File: src/rtl/mipi_capture_ctrl.sv
// Frame capture controller: arms on start, gates fvi/lvi/dvi/dati to cap_* with 1-cycle latency, checks geometry.
// No backpressure; the source free-runs and anything outside an armed, whole frame is dropped.
module mipi_capture_ctrl #(
  parameter int DATA_WIDTH = 10,
  parameter int TMO_W      = 24
) (
  input  logic                  img_clk,
  input  logic                  resetb,
  input  logic                  start,
  input  logic                  stop,
  input  logic                  continuous,
  input  logic [15:0]           num_lines,
  input  logic [15:0]           num_pix,
  input  logic [TMO_W-1:0]      timeout,
  input  logic                  fvi,
  input  logic                  lvi,
  input  logic                  dvi,
  input  logic [DATA_WIDTH-1:0] dati,
  output logic                  des_enable,
  output logic                  cap_fv,
  output logic                  cap_lv,
  output logic                  cap_dv,
  output logic [DATA_WIDTH-1:0] cap_dat,
  output logic                  busy,
  output logic                  done,
  output logic                  err_lines,
  output logic                  err_pix,
  output logic                  err_tmo,
  output logic [15:0]           frame_cnt
);

  typedef enum logic [1:0] {IDLE, ARM, WAIT_FS, CAPTURE} state_t;

  state_t           state;
  logic             fvi_d, lvi_d;
  logic [15:0]      line_cnt, pix_cnt;
  logic [TMO_W-1:0] wdog;

  logic             fvi_rise, fvi_fall, lvi_rise, lvi_fall;
  logic [15:0]      line_base, pix_base, line_nxt, pix_nxt;
  logic             pix_bad, line_bad, wd_clr, tmo_hit;
  logic [TMO_W-1:0] wd_inc;

  always_comb begin
    fvi_rise  = fvi & ~fvi_d;
    fvi_fall  = ~fvi & fvi_d;
    lvi_rise  = lvi & ~lvi_d;
    lvi_fall  = ~lvi & lvi_d;
    // Counters restart from zero on the fvi-rise cycle that enters CAPTURE.
    line_base = (state == CAPTURE) ? line_cnt : 16'd0;
    pix_base  = (state == CAPTURE) ? pix_cnt : 16'd0;
    line_nxt  = line_base;
    if (lvi_rise && line_base != 16'hFFFF) line_nxt = line_base + 16'd1;
    pix_nxt   = lvi_rise ? 16'd0 : pix_base;
    // A dvi on the lvi-fall cycle still belongs to the line being closed.
    if (dvi && (lvi || lvi_d) && pix_nxt != 16'hFFFF) pix_nxt = pix_nxt + 16'd1;
    pix_bad   = lvi_fall && (pix_nxt != num_pix);
    line_bad  = line_nxt != num_lines;
    wd_clr    = fvi_rise | fvi_fall | lvi_rise | lvi_fall | dvi;
    wd_inc    = wdog + TMO_W'(1);
    tmo_hit   = (timeout != '0) && !wd_clr && (wd_inc == timeout);
  end

  always_ff @(posedge img_clk or negedge resetb) begin
    if (!resetb) begin
      state      <= IDLE;
      fvi_d      <= 1'b0;
      lvi_d      <= 1'b0;
      line_cnt   <= '0;
      pix_cnt    <= '0;
      wdog       <= '0;
      des_enable <= 1'b0;
      cap_fv     <= 1'b0;
      cap_lv     <= 1'b0;
      cap_dv     <= 1'b0;
      cap_dat    <= '0;
      busy       <= 1'b0;
      done       <= 1'b0;
      err_lines  <= 1'b0;
      err_pix    <= 1'b0;
      err_tmo    <= 1'b0;
      frame_cnt  <= '0;
    end else begin
      fvi_d  <= fvi;
      lvi_d  <= lvi;
      done   <= 1'b0;
      cap_fv <= 1'b0;
      cap_lv <= 1'b0;
      cap_dv <= 1'b0;
      wdog   <= wd_clr ? '0 : wd_inc;
      unique case (state)
        IDLE: begin
          wdog <= '0;
          if (start && !stop) begin
            state      <= ARM;
            des_enable <= 1'b1;
            busy       <= 1'b1;
            err_lines  <= 1'b0;
            err_pix    <= 1'b0;
            err_tmo    <= 1'b0;
          end
        end
        ARM, WAIT_FS, CAPTURE: begin
          if (stop) begin
            state      <= IDLE;
            des_enable <= 1'b0;
            busy       <= 1'b0;
            wdog       <= '0;
          end else if (state == ARM && !fvi) begin
            state <= WAIT_FS;
            wdog  <= '0;
          end else if (state == WAIT_FS && fvi_rise) begin
            state    <= CAPTURE;
            wdog     <= '0;
            line_cnt <= line_nxt;
            pix_cnt  <= pix_nxt;
            cap_fv   <= fvi;
            cap_lv   <= lvi;
            cap_dv   <= dvi;
            cap_dat  <= dati;
          end else if (state == CAPTURE && fvi_fall) begin
            cap_lv    <= lvi;
            cap_dv    <= dvi;
            cap_dat   <= dati;
            line_cnt  <= line_nxt;
            pix_cnt   <= pix_nxt;
            wdog      <= '0;
            done      <= 1'b1;
            frame_cnt <= frame_cnt + 16'd1;
            if (pix_bad) err_pix <= 1'b1;
            if (line_bad) err_lines <= 1'b1;
            if (continuous) begin
              state <= WAIT_FS;
            end else begin
              state      <= IDLE;
              des_enable <= 1'b0;
              busy       <= 1'b0;
            end
          end else if (tmo_hit) begin
            state      <= IDLE;
            des_enable <= 1'b0;
            busy       <= 1'b0;
            err_tmo    <= 1'b1;
            wdog       <= '0;
          end else if (state == CAPTURE) begin
            cap_fv   <= fvi;
            cap_lv   <= lvi;
            cap_dv   <= dvi;
            cap_dat  <= dati;
            line_cnt <= line_nxt;
            pix_cnt  <= pix_nxt;
            if (pix_bad) err_pix <= 1'b1;
          end
        end
        default: state <= IDLE;
      endcase
    end
  end

endmodule
File: config.mk
export PLATFORM = sky130hd
export DESIGN_NAME = mipi_capture_ctrl
export DESIGN_NICKNAME = d
export VERILOG_FILES = /design/src/rtl/mipi_capture_ctrl.sv
export SDC_FILE = /design/constraint.sdc
export NUM_CORES = 1
export LEC_CHECK = 0
export BUFFER_PORTS_ARGS = -buffer_cell sky130_fd_sc_hd__buf_2
export CORE_AREA = 2 2 118 108
export DETAILED_ROUTE_END_ITERATION = 10
export DIE_AREA = 0 0 120 110
export GPL_ROUTABILITY_DRIVEN = 0
export PLACE_DENSITY_LB_ADDON = 0.2
export SLEW_MARGIN = 20
export SYNTH_ARGS = -nofsm -noshare
export SYNTH_HDL_FRONTEND = slang
export SYNTH_SLANG_ARGS = --single-unit
export TNS_END_PERCENT = 1
File: constraint.sdc
create_clock -name img_clk -period 4.7 [get_ports img_clk]
set_input_delay 0.47 -clock img_clk [delete_from_list [all_inputs] [get_ports img_clk]]
set_output_delay 0.47 -clock img_clk [all_outputs]
set_load 0.02 [all_outputs]
* Word level (Yosys, flattened, before mapping)
Index checks and enable logic that the tools add are counted.
Operators by class: add/subtract/negate cells 4, equal/unequal tests 24, multiplexer cells 87, bitwise operators 15, reduce and logical (&&, ||, !) cells 25
Operators by type and width (count):
- $mux W16 | 13
- $mux W24 | 6
- $mux W1 | 51
- $add A16 B1 Y16 const B | 3
- $pmux W24 S2 | 1
- $mux W10 | 4
- $ne A16 B16 Y1 | 2
- $ne A16 B16 Y1 const B | 2
- $add A24 B1 Y24 const B | 1
- $eq A24 B24 Y1 | 1
- $reduce_bool A24 Y1 | 1
- $reduce_and A6 Y1 | 3
- $ne A2 B2 Y1 const B | 8
- $reduce_and A5 Y1 | 3
- $mux W2 | 7
- $ne A3 B3 Y1 const B | 4
- $logic_and A1 B1 Y1 | 10
- $ne A4 B4 Y1 const B | 2
- $pmux W1 S2 | 4
- $not A1 Y1 | 7
- $ne A6 B6 Y1 const B | 1
- $and A1 B1 Y1 | 4
- $eq A2 B2 Y1 const B | 2
- $or A1 B1 Y1 | 4
- other kinds (9) | 11
Word-level totals: register bits after elaboration 94, input port bits 74, output and inout port bits 35, logic and storage cells 171

* Depth between registers and ports, before layout
depth after elaboration 16, depth in mapped cells 15, depth with buffers taken out 14

* Worst setup path before layout
OpenSTA, ideal clock, no wires.
path type register to register, start point register wdog[0], end point register cap_dat[5], setup time 0.125 ns, data arrival time 3.223 ns, required time 4.575 ns, setup slack 1.352 ns, stages on the path, launching flop included 12, path buffers 1, period minus slack after synthesis 3.348 ns, cells stage by stage dfrtp_1 ha_1 nand4_1 nor4_1 xnor2_1 o221ai_1 or4_4 nor4_4 a21oi_2 a21oi_4 buf_6 mux2_4
Between the ends: cells in the longest elaborated chain, start to end 5
Ends and longest elaborated chain:
- start, declared | RTL line 37 | logic [TMO_W-1:0] wdog;
- start signal, assigned | RTL line 90 | wdog <= wd_clr ? '0 : wd_inc;
- $add A24 B1 Y24 | RTL line 60 | wd_inc = wdog + TMO_W'(1);
- $eq A24 B24 Y1 | RTL line 61 | tmo_hit = (timeout != '0) && !wd_clr && (wd_inc == timeout);
- $logic_and A1 B1 Y1 | RTL line 61
- $ne A3 B1 Y1 (no source line)
- $reduce_and A5 Y1 (no source line)
- end signal, assigned | RTL line 120 | cap_dat <= dati;
- end signal, assigned | RTL line 124 | cap_dat <= dati;
- end signal, assigned | RTL line 149 | cap_dat <= dati;
- end, declared | RTL line 23 | output logic [DATA_WIDTH-1:0] cap_dat,
Every way passes these cells. A chain may end at the register's enable or synchronous reset.

* Worst setup path after layout
start point register wdog[0], end point register cap_dat[4]
Same word-level chain as after synthesis.

==> results.json <==
{
  "synth-seq-cells": 94,
  "final_max_slew_viol_count": 0,
  "fin_skew_ps": 4.814,
  "ys_seq_area_share_pct": 34.60,
  "async_flop_share_pct": 100.0,
  "cts_root_buffer": "clkbuf_16",
  "fmax_mhz": 255.4,
  "postRouteAntennaNets": 0,
  "grt_use_met1_pct": 38.43,
  "worst-r2r-setup-slack_ps": 780,
  "hold_ws_ps": 103.8,
  "dp.cells": 1026,
  "switchingPower_w": 0.0009733,
  "clkSinkCount": 94,
  "p_leak_nw": 3.342,
  "core_mm2": 0.01193,
  "synth_top_area_share_pct": 34.60,
  "grt_util_met3_pct": 5.710,
  "syn_nets": 871,
  "grt_max_degree": 51,
  "rows": 38,
  "rsz0062_at_grt": "no",
  "grt-ovfl-total": 0,
  "area_growth_pct": 14.56,
  "wirelength_um": 17820,
  "die_w_um": 120,
  "wl_per_cell_um": 17.10,
  "r2r-end": "cap_dat[4]",
  "swShare_pct": 36.08,
  "start_util_pct": 56.97,
  "htree_levels": 3,
  "hold_viol": 0,
  "worstSetupPathType": "reg2reg",
  "setup_viol": 0,
  "layout-drive-gt1-share_pct": 18.93,
  "postSynthCellCount": 786,
  "worstPathArrival_ps": 4150,
  "synth_largest_area_cell": "dfrtp_1",
  "viasPerCell": 6.210,
  "vias": 6471,
  "drtIter0Drc": 598,
  "final_cells": 1042,
  "worstHoldPathType": "in2async",
  "synth_area_mm2": 0.006799,
  "cts_setup_buffers": 0,
  "grt_use_met2_pct": 43.55,
  "fin_nets": 962,
  "n_antenna_cell": 0,
  "cp-start-kind": "flip-flop",
  "drcViolationCount": 0,
  "grt.busiest_layer": "met2",
  "combPwrFrac_pct": 32.7,
  "worst_slew_pin_slew_ps": 714.6,
  "power_density_mw_per_mm2": 346.3,
  "synth.distinct_cells": 76,
  "antenna_found_initial": 0,
  "max-vdd-ir-drop_mv": 0.2696,
  "cts_buffers": 9,
  "power_frac_clock_pct": 29.8,
  "fp.dieArea_mm2": 0.01320,
  "dp_hpwl_um": 13170,
  "p_int_w": 0.001724,
  "period_needed_ps": 3915,
  "synthTopCellsByArea": "dfrtp_1 (35%), xnor2_1 (9.0%), nor2_1 (4.4%), nand2_1 (4.3%), xor2_1 (4.3%)",
  "cap_violations": 0,
  "clk_pin_slew_worst_paths_ps": 70,
  "avgSynthCellArea_um2": 8.650,
  "slew_headroom_pct": 51.92,
  "synth_edf_count": 0,
  "first_pass_iters": 8,
  "crit_fanout": 36,
  "die_h_um": 110,
  "fin_setup_tns_ps": 0,
  "cts_tree": "built",
  "endpoint_kind": "flip-flop",
  "fillers": 1000,
  "ys.flop_type": "dfrtp_1",
  "cts_hold_buf": 0,
  "reg2reg_depth": 12,
  "cp.required_ps": 4940,
  "grt_pass1_vias": 5979,
  "min_period_over_period_pct": 83.31,
  "pwr-share-seq_pct": 37.4,
  "clock_path_buffers": 2,
  "grt_pass1_wl_um": 29170,
  "outcome": "complete, no violations",
  "clkLatencyLatePin_ps": 350,
  "grt_use_total_pct": 27.77,
  "ys_warn_count": 0,
  "portBuffers": 108,
  "cts_resized": 0,
  "io_pins": 109,
  "r2r_start": "wdog[0]"
}
==> cell type report <==
cell class | count | area, um2 | share of cell area, %
well taps | 160 | 200.2 | 2.570
repair buffers | 120 | 645.6 | 8.289
flip-flops and latches | 94 | 2352 | 30.20
multi-input cells | 622 | 4153 | 53.32
inverters | 30 | 112.6 | 1.446
clock inverters | 7 | 100.1 | 1.285
clock buffers | 9 | 225.2 | 2.892
==> cells in the mapped netlist (10+ instances only) <==
cell / count
dfrtp_1: 94
nor2_1: 80
nand2_1: 77
xnor2_1: 70
nand3_1: 38
xor2_1: 33
inv_1: 30
nand4_1: 26
clkbuf_1: 25
a21oi_1: 23
nor3_1: 21
o21ai_0: 21
nor4_1: 19
and3_1: 15
ha_1: 11
nand2b_1: 11
o31ai_1: 11
and4_1: 10
==> logic make-up (layout without fill, tap and decap cells) <==
family                   Yosys count  count (layout)  synth area share [%]
flip-flops                        94              94                 34.60
AO/OA/AOI/OAI                    145             145                 15.57
adder cells (fa/ha/maj)           11              11                 2.024
buffers and inverters             70             166                 4.324
multiplexers                      19              19                 3.386
XOR/XNOR                         104             104                 13.60
AND/OR/NAND/NOR                  343             343                 26.50
==> registers in the layout (all words and copies together), names as in the netlist, 2 cells and up <==
register / count
line_cnt: 16
pix_cnt: 16
frame_cnt: 16
wdog: 24
cap_dat: 10
state: 2
==> routing by layer <==
layer  routed length (um)  vias up
met1                 7926     3078
met2                 8114      327
met3                 1424       39
met4                  357        0
met5                    0        -
li1                     -     3027
==> per-stage QoR <==
stage	total power, W	utilization (%)	setup slack (ps)	area (um2)
6_report	0.002698	65.27	784.6	7789
5_1_grt	0.002848	65.27	570.4	7789
4_1_cts	0.002706	65.27	816.5	7789
3_5_place_dp	0.001891	62.54	838.2	7463
3_3_place_gp	0.001864	62.54	1035	7463
2_1_floorplan	0.001605	-	1352	6799
==> layout by cell type, fill, tap and decap left out, drive strengths merged, types with 25 or more instances in the layout <==
cell type and count:
buf 120, dfrtp 94, nor2 80, nand2 78, xnor2 70, nand3 39
inv 34, xor2 33, nand4 26, a21oi 25, nor4 25
==> power by group through the flow <==
stage	Combinational (W)	Clock, W	Sequential (W)
after detailed placement	0.000869	0	0.00102
final	0.000883	0.000805	0.00101
after global routing	0.000964	0.000857	0.00103
after CTS	0.000875	0.000823	0.00101
after global placement	0.000845	0	0.00102
after floorplan	0.000539	0	0.00107
==> how the worst max path moves through the flow <==
stage	from	endpoint	slack, ps
global placement	wdog[0]	cap_dat[0]	1040
global route	state[0]	err_lines	570
floorplan	wdog[0]	cap_dat[5]	1350
finish	wdog[0]	cap_dat[4]	780
detailed placement	wdog[0]	cap_dat[3]	840
CTS	wdog[0]	cap_dat[4]	820
==> critical path: stages, from the launching register on <==
cell	delay (ps)
dfrtp_1	450
ha_1	290
nand4_1	120
buf_4	200
nor4_1	470
xnor2_1	180
o221ai_1	130
or4_4	520
nor4_4	400
a21oi_2	200
a21oi_4	210
buf_12	240
mux2_2	360
Note: power is estimated with default switching activity, not from simulation.
